`src/rtl/adder_11bit_inverter_pkg.sv`:
```
// Shared types and sizing for the bit-serial adder inverter (sum - b -> a).
// The top and its testbench both import this package.
package adder_11bit_inverter_pkg;

    localparam int W_DEF = 11;

    typedef enum logic [1:0] {
        IDLE  = 2'd0,
        SHIFT = 2'd1,
        DONE  = 2'd2
    } state_t;

    // Enough bits to count W+1 serial steps (0..W).
    function automatic int cnt_width(input int w);
        return $clog2(w + 1);
    endfunction

    localparam int CNT_W = cnt_width(W_DEF);

endpackage

```
`src/rtl/adder_11bit_inverter_full_adder.sv`:
```
// Single-bit full adder cell.
// The inverter uses it as a one-bit subtractor by feeding ~b with carry-in 1.
module full_adder (
    input  logic a,
    input  logic b,
    input  logic cin,
    output logic s,
    output logic cout
);

    assign s    = a ^ b ^ cin;
    assign cout = (a & b) | (a & cin) | (b & cin);

endmodule

```
`src/rtl/adder_11bit_inverter.sv`:
```
// Bit-serial inverse of the W-bit ripple adder: recovers a = sum - b one bit per clock.
// A single full_adder cell does the subtraction; err flags results outside 0..2^W-1.
module adder_11bit_inverter
    import adder_11bit_inverter_pkg::*;
#(
    parameter int W = W_DEF
) (
    input  logic         clk,
    input  logic         rst,
    input  logic         in_valid,
    output logic         in_ready,
    input  logic [W:0]   sum_in,
    input  logic [W-1:0] b_in,
    output logic         out_valid,
    input  logic         out_ready,
    output logic [W-1:0] a_out,
    output logic         err
);

    localparam int CW = cnt_width(W);

    // Handshake: a transfer happens on a rising edge where valid && ready are both 1.
    // in_ready and out_valid are registered, so neither depends combinationally on the
    // opposite side's valid/ready; the sender must hold its data until the transfer.

    state_t        state;
    logic [W:0]    sum_sh;
    logic [W:0]    b_sh;
    logic [W:0]    diff;
    logic [CW-1:0] cnt;
    logic          carry;

    logic fa_s;
    logic fa_cout;

    full_adder u_cell (
        .a    (sum_sh[0]),
        .b    (~b_sh[0]),
        .cin  (carry),
        .s    (fa_s),
        .cout (fa_cout)
    );

    always_ff @(posedge clk) begin
        if (rst) begin
            state     <= IDLE;
            in_ready  <= 1'b1;
            out_valid <= 1'b0;
            a_out     <= '0;
            err       <= 1'b0;
            sum_sh    <= '0;
            b_sh      <= '0;
            diff      <= '0;
            cnt       <= '0;
            carry     <= 1'b0;
        end else begin
            case (state)
                IDLE: begin
                    if (in_valid && in_ready) begin
                        sum_sh   <= sum_in;
                        b_sh     <= {1'b0, b_in};
                        carry    <= 1'b1;
                        cnt      <= '0;
                        in_ready <= 1'b0;
                        state    <= SHIFT;
                    end
                end

                SHIFT: begin
                    // LSB-first: each difference bit enters at the top and walks down.
                    diff   <= {fa_s, diff[W:1]};
                    sum_sh <= sum_sh >> 1;
                    b_sh   <= b_sh >> 1;
                    carry  <= fa_cout;
                    cnt    <= cnt + 1'b1;
                    if (cnt == CW'(W)) begin
                        state <= DONE;
                    end
                end

                DONE: begin
                    if (!out_valid) begin
                        // A cleared final carry is a borrow (sum < b); diff[W] means > 2^W-1.
                        out_valid <= 1'b1;
                        a_out     <= diff[W-1:0];
                        err       <= ~carry | diff[W];
                    end else if (out_ready) begin
                        out_valid <= 1'b0;
                        in_ready  <= 1'b1;
                        state     <= IDLE;
                    end
                end

                default: begin
                    state     <= IDLE;
                    in_ready  <= 1'b1;
                    out_valid <= 1'b0;
                end
            endcase
        end
    end

endmodule

```
`config.mk`:
```
export PLATFORM = sky130hd
export DESIGN_NAME = adder_11bit_inverter
export DESIGN_NICKNAME = d
export VERILOG_FILES = /design/src/rtl/adder_11bit_inverter_pkg.sv /design/src/rtl/adder_11bit_inverter_full_adder.sv /design/src/rtl/adder_11bit_inverter.sv
export SDC_FILE = /design/constraint.sdc
export NUM_CORES = 1
export LEC_CHECK = 0
export BUFFER_PORTS_ARGS = -buffer_cell sky130_fd_sc_hd__buf_2
export CORE_MARGIN = 5
export CORE_UTILIZATION = 55
export DETAILED_ROUTE_END_ITERATION = 16
export HOLD_SLACK_MARGIN = 0.06
export PLACE_DENSITY = 0.79
export SYNTH_ARGS = -nofsm -noshare
export SYNTH_HDL_FRONTEND = slang
export SYNTH_HIERARCHICAL = 1
export SYNTH_SLANG_ARGS = --single-unit
```
`constraint.sdc`:
```
create_clock -name clk -period 1.4 [get_ports clk]
set_input_delay 0.07 -clock clk [delete_from_list [all_inputs] [get_ports clk]]
set_output_delay 0.07 -clock clk [all_outputs]
set_load 0.05 [all_outputs]
```
### Yosys cells after proc, flatten, opt, wreduce, memory -nomap -nowiden

Index checks and enable logic that the tools add are counted.

| cells by class | value |
|---|---|
| $add $sub $neg | 1 |
| equal/unequal tests | 7 |
| mux-type cells | 20 |
| bitwise gates (word level) | 12 |
| reductions and logical operators | 8 |

Operators by type and width:

| cell | number |
|---|---|
| one-hot mux 12 bit (2 select lines) | 2 |
| 2-to-1 mux 12 bit | 2 |
| 2-to-1 mux 2 bit | 4 |
| inequality test 2 bit (second input constant) | 4 |
| one-hot mux 4 bit (2 select lines) | 1 |
| AND reduction 4 bit | 2 |
| 2-to-1 mux 1 bit | 6 |
| one-hot mux 2 bit (3 select lines) | 1 |
| adder 4 x 1 -> 4 bit (second input constant) | 1 |
| == test 4 bit (second input constant) | 1 |
| 2-to-1 mux 4 bit | 1 |
| inverter 1 bit | 4 |
| one-hot mux 1 bit (2 select lines) | 2 |
| AND reduction 2 bit | 2 |
| AND 1 bit | 3 |
| OR 1 bit | 3 |
| one-hot mux 1 bit (3 select lines) | 1 |
| == test 2 x 1 -> 1 bit (second input constant) | 1 |
| == test 2 bit (second input constant) | 1 |
| logical NOT 2 bit | 1 |
| nonzero test 2 bit | 1 |
| OR reduction 2 bit | 1 |
| bitwise XOR 1 bit | 2 |
| logical AND 1 bit | 1 |

| storage, ports and cells | value |
|---|---|
| register bits after elaboration | 57 |
| input port bits | 27 |
| output and inout port bits | 14 |
| word-level logic and storage cells | 58 |

### Logic depth before layout (Yosys ltp)

| depth | value |
|---|---|
| depth in word-level cells | 5 |
| mapped depth | 6 |
| mapped depth without buffers | 4 |

### Modules after synthesis

Netlist, hierarchy kept.

Modules (own cells, without submodules):

| module | instances | cells each | area each (sq um) | sequential area each (sq um) |
|---|---|---|---|---|
| adder_11bit_inverter | 1 | 258 | 2293.4 | 1121.1 |
| full_adder | 1 | 1 | 20.0 | 0.0 |

### Least setup slack after synthesis

OpenSTA, ideal clock, no wires.

| timing | value |
|---|---|
| path type | reg2reg |
| start | register in_ready |
| end | register b_sh[9] |
| library setup time | 143 ps |
| arrival time | 1448 ps |
| required time | 1257 ps |
| path slack | -191 ps |
| stages on the path, launching flop included | 5 |
| buffers on the path | 1 |
| clock period less this slack | 1591 ps |
| cell sequence | dfxtp_1 > a21oi_2 > nor2_1 > clkbuf_1 > a221oi_1 |

| between the ends | value |
|---|---|
| word-level cells in the longest chain between the ends | 3 |

Ends and longest elaborated chain:

| item | line | text |
|---|---|---|
| start, declared | adder_11bit_inverter.sv:11 | `output logic in_ready,` |
| start signal, assigned | adder_11bit_inverter.sv:47 | `in_ready <= 1'b1;` |
| start signal, assigned | adder_11bit_inverter.sv:64 | `in_ready <= 1'b0;` |
| start signal, assigned | adder_11bit_inverter.sv:89 | `in_ready <= 1'b1;` |
| logical AND 1 bit | adder_11bit_inverter.sv:59 | `if (in_valid && in_ready) begin` |
| inequality test 2 bit (no source line) | -- |  |
| AND reduction 2 bit (no source line) | -- |  |
| end signal, assigned | adder_11bit_inverter.sv:61 | `b_sh <= {1'b0, b_in};` |
| end signal, assigned | adder_11bit_inverter.sv:73 | `b_sh <= b_sh >> 1;` |
| end, declared | adder_11bit_inverter.sv:28 | `logic [W:0] b_sh;` |

Every way passes these cells.
A chain may end at the register's enable or synchronous reset.

### Worst setup path after layout

| timing | value |
|---|---|
| start | register state[1] |
| end | register b_sh[8] |

| between the ends | value |
|---|---|
| word-level cells in the longest chain between the ends | 3 |
| elaborated cells on any way between the ends | 6 |
| those cells by class | eq/ne: 2; mux: 1; reduce/logical: 3 |

Ends and longest elaborated chain:

| item | line | text |
|---|---|---|
| start, declared | adder_11bit_inverter.sv:26 | `state_t state;` |
| start signal, assigned | adder_11bit_inverter.sv:46 | `state <= IDLE;` |
| start signal, assigned | adder_11bit_inverter.sv:65 | `state <= SHIFT;` |
| start signal, assigned | adder_11bit_inverter.sv:77 | `state <= DONE;` |
| == test 2 x 1 -> 1 bit / logical NOT 2 bit (equally long branches) | adder_11bit_inverter.sv:57 | `case (state)` |
| nonzero test 2 bit (no source line) / inequality test 2 bit (equally long branches) | -- |  |
| AND reduction 2 bit (no source line) | -- |  |

Several ways; a longest one is shown, not always the timed one.

==> flow_summary.toml <==
[run_status]
status = "finished clean"

[placement]
portBuffers = 40
dp_hpwl_um = 3320
place_ws_ps = -4.99
placed_cell_area_sq_um = 2570
globalplace.congestion = 0.791

[worst_hold_path]
hold_class = "in2reg"
whs_path_depth = 3

[global_route]
grt_overflow = 0
grt_pass1_vias = 1885
grt_max_degree = 38
antenna_found_initial = 0
globalRoute.busiestLayer = "met2"
grt_use_met3_pct = 4.41
grt_pass1_wl_um = 8320
grt_use_met1_pct = 23.8
track_usage_pct = 19.1
grt_use_met2_pct = 33.1

[worst_setup_path]
start_kind = "register"
cp_num_cells = 4
ff2ff_path_depth = 4
path_cells = "nand2b_2 > buf_12 > mux2i_1 > a221oi_2"
cpLargestDelayFamily = "flip-flops"
worstPathMaxFanout = 21
cp.arrival_ps = 1510
worst_path_max_delay_cell = "dfxtp_2"
slowest_delay_ps = 370
cp_num_buf_inv = 1
critPathCaptureType = "register"
critPathKind = "reg2reg"
worstPathRequired_ps = 1610

[clock_tree]
path_clk_slew_ps = 90
h-tree-depth = 2
ctsLongestPathBuffers = 2
clock-sinks = 56
insertion_delay_ps = 300
cts_tree = "done"
cts_inserted_buffers = 5
cts_root_buf = "clkbuf_8"

[die]
die-area_sq_um = 5600
initial_core_util_pct = 57.4
die_width_um = 74.9
die_y_um = 74.9
fp.coreArea_sq_um = 4030
io_pins = 41
rows = 23

[drt]
ant_nets = 0
first_pass_iters = 4
drc = 0
drt_wl_total_um = 4900
vias = 1939
wl_per_cell_um = 14.0
drt_iter0_drc = 87
viasPerCell = 5.54

[power]
power_frac_comb_pct = 15.1
seq_power_share_pct = 53.6
p_leak_nw = 1.14
ir_drop_mv = 0.883
switching_share_pct = 25.1
p_int_w = 0.00244
power.density_nw_per_um2 = 1190
p_switching_w = 0.000821
p_clk_share_pct = 31.3

[logic_synthesis]
avgSynthCellArea_sq_um = 8.93
syn_inst = 259
ys_seq_area_share_pct = 48.5
synth_cell_type_count = 32
yosys_warnings = 6
syn_nets = 288
ys_ff_latch = 56
synth_area_sq_um = 2310

[sta]
post-route-period-util_pct = 93.1
tightest_slew_ps = 484
timing.fmax_mhz = 767
setup_viol = 0
period_needed_ps = 1300
max-slew-margin-rel_pct = 67.7
fin_ws_ps = 96.5
drv_slew = 0
whs_ps = 120
finalHoldViolCount = 0
skew_ps = 10.3

[finish]
area_delta_synth_final_pct = 18.8
diodes = 0
final_nets = 328
layout-drive-gt1-share_pct = 23.7
finalInstanceArea_sq_um = 2750

[flow_run]
drv_cap = 0
-- sequential cells by signal (all words and copies together) (netlist names) --
register / count
sum_sh: 12
cnt: 4
carry: 1
diff: 12
out_valid: 1
in_ready: 1
a_out: 11
err: 1
state: 2
b_sh: 11
-- per-stage QoR --
step           cells  utilization (%)  TNS (ps)  power, W
2_1_floorplan    259                -         0   0.00212
3_3_place_gp     339             63.9         0   0.00223
3_5_place_dp     339             63.9     -4.99   0.00225
4_1_cts          349             67.3         0   0.00328
5_1_grt          350             68.2     -7.53   0.00343
6_report         350             68.2         0   0.00327
-- worst min-delay path, cell delays in order --
cell and delay [ps]:
buf_2 100, mux2i_1 120, a221oi_1 90
-- power groups by stage --
stage | clock, W | combinational [W] | sequential, W
after floorplan | 0 | 0.000342 | 0.00178
after global placement | 0 | 0.000450 | 0.00178
after detailed placement | 0 | 0.000463 | 0.00178
after CTS | 0.00105 | 0.000473 | 0.00175
after global routing | 0.00112 | 0.000552 | 0.00176
final | 0.00102 | 0.000494 | 0.00175
-- path summary, 6_finish.rpt --
check                                           start                endpoint  slack [ps]
worst max-delay path            state[1]$_SDFFE_PP0P_    b_sh[8]$_SDFFE_PP0P_         100
worst min-delay path                        sum_in[0]  sum_sh[0]$_SDFFE_PP0P_         120
worst max register to register  state[1]$_SDFFE_PP0P_    b_sh[8]$_SDFFE_PP0P_         100
worst min register to register  a_out[6]$_SDFFE_PP0P_   a_out[6]$_SDFFE_PP0P_         460
-- cells in the final DEF, fill, tap and decap left out, types with 2 or more instances in the layout --
master	netlist	layout
dlygate4sd3_1	0	2
buf_2	6	40
dfxtp_2	0	3
a221oi_1	21	17
mux2i_1	21	21
o21ai_0	6	6
nor2_1	25	25
nor2b_1	3	2
clkbuf_8	0	5
a221oi_2	0	4
or2_1	2	2
nand2b_1	4	3
buf_12	0	2
nor3b_1	2	2
dfxtp_1	56	52
a21oi_1	32	32
buf_4	1	10
nand3b_1	2	2
nand2_1	49	49
-- metal layers --
layer,up-vias,part of all wire (%)
li1,986,-
met1,915,44
met2,32,51
met3,6,3.9
met4,0,1.2
met5,-,0
-- cell families after synthesis --
| group | synth area share [%] |
|---|---|
| AO/OA/AOI/OAI | 17.9 |
| flip-flops | 48.5 |
| multiplexers | 9.09 |
| adder cells (fa/ha/maj) | 1.41 |
| buffers and inverters | 5.19 |
| AND/OR/NAND/NOR | 18.0 |
-- final cells by class --
type                    count  area, sq um
multi-input cells         181         1110
inverters                   1         3.75
clock inverters             2         35.0
clock buffers               6         72.6
flip-flops and latches     56         1130
repair buffers             54          335
fillers                   346         1280
well taps                  50         62.6
-- repair_timing --
item	4_1_cts	5_1_grt
setup endpoints to repair	2	4
setup buffers	0	1
gates cloned	0	0
resized for setup	3	5
hold buffers	2	0
endpoints found under the hold margin	2	0
-- cells in the mapped netlist --
| library cell | n | share of area (%) |
|---|---|---|
| dfxtp_1 | 56 | 48 |
| nand2_1 | 49 | 8.0 |
| a21oi_1 | 32 | 6.9 |
| nor2_1 | 25 | 4.1 |
| a221oi_1 | 21 | 8.0 |
| mux2i_1 | 21 | 9.1 |
| clkbuf_1 | 11 | 1.8 |
| buf_2 | 6 | 1.3 |
| o21ai_0 | 6 | 1.3 |
| nand2b_1 | 4 | 1.1 |
| nor2b_1 | 3 | 0.81 |
| buf_6 | 2 | 0.97 |
| nand3b_1 | 2 | 0.65 |
| nor3b_1 | 2 | 0.65 |
| or2_1 | 2 | 0.54 |
| a211oi_1 | 1 | 0.32 |
| a21oi_2 | 1 | 0.38 |
| a221o_1 | 1 | 0.43 |
| and2_1 | 1 | 0.27 |
| and4bb_2 | 1 | 0.54 |
| buf_4 | 1 | 0.32 |
| buf_8 | 1 | 0.65 |
| fa_1 | 1 | 0.87 |
| ha_1 | 1 | 0.54 |
| inv_1 | 1 | 0.16 |
| nand3_1 | 1 | 0.22 |
| nor3_1 | 1 | 0.22 |
| o22ai_1 | 1 | 0.27 |
| o31ai_1 | 1 | 0.32 |
| or3_1 | 1 | 0.27 |
| or3b_1 | 1 | 0.38 |
| or4_1 | 1 | 0.32 |
Note: power is estimated with default switching activity, not from simulation.
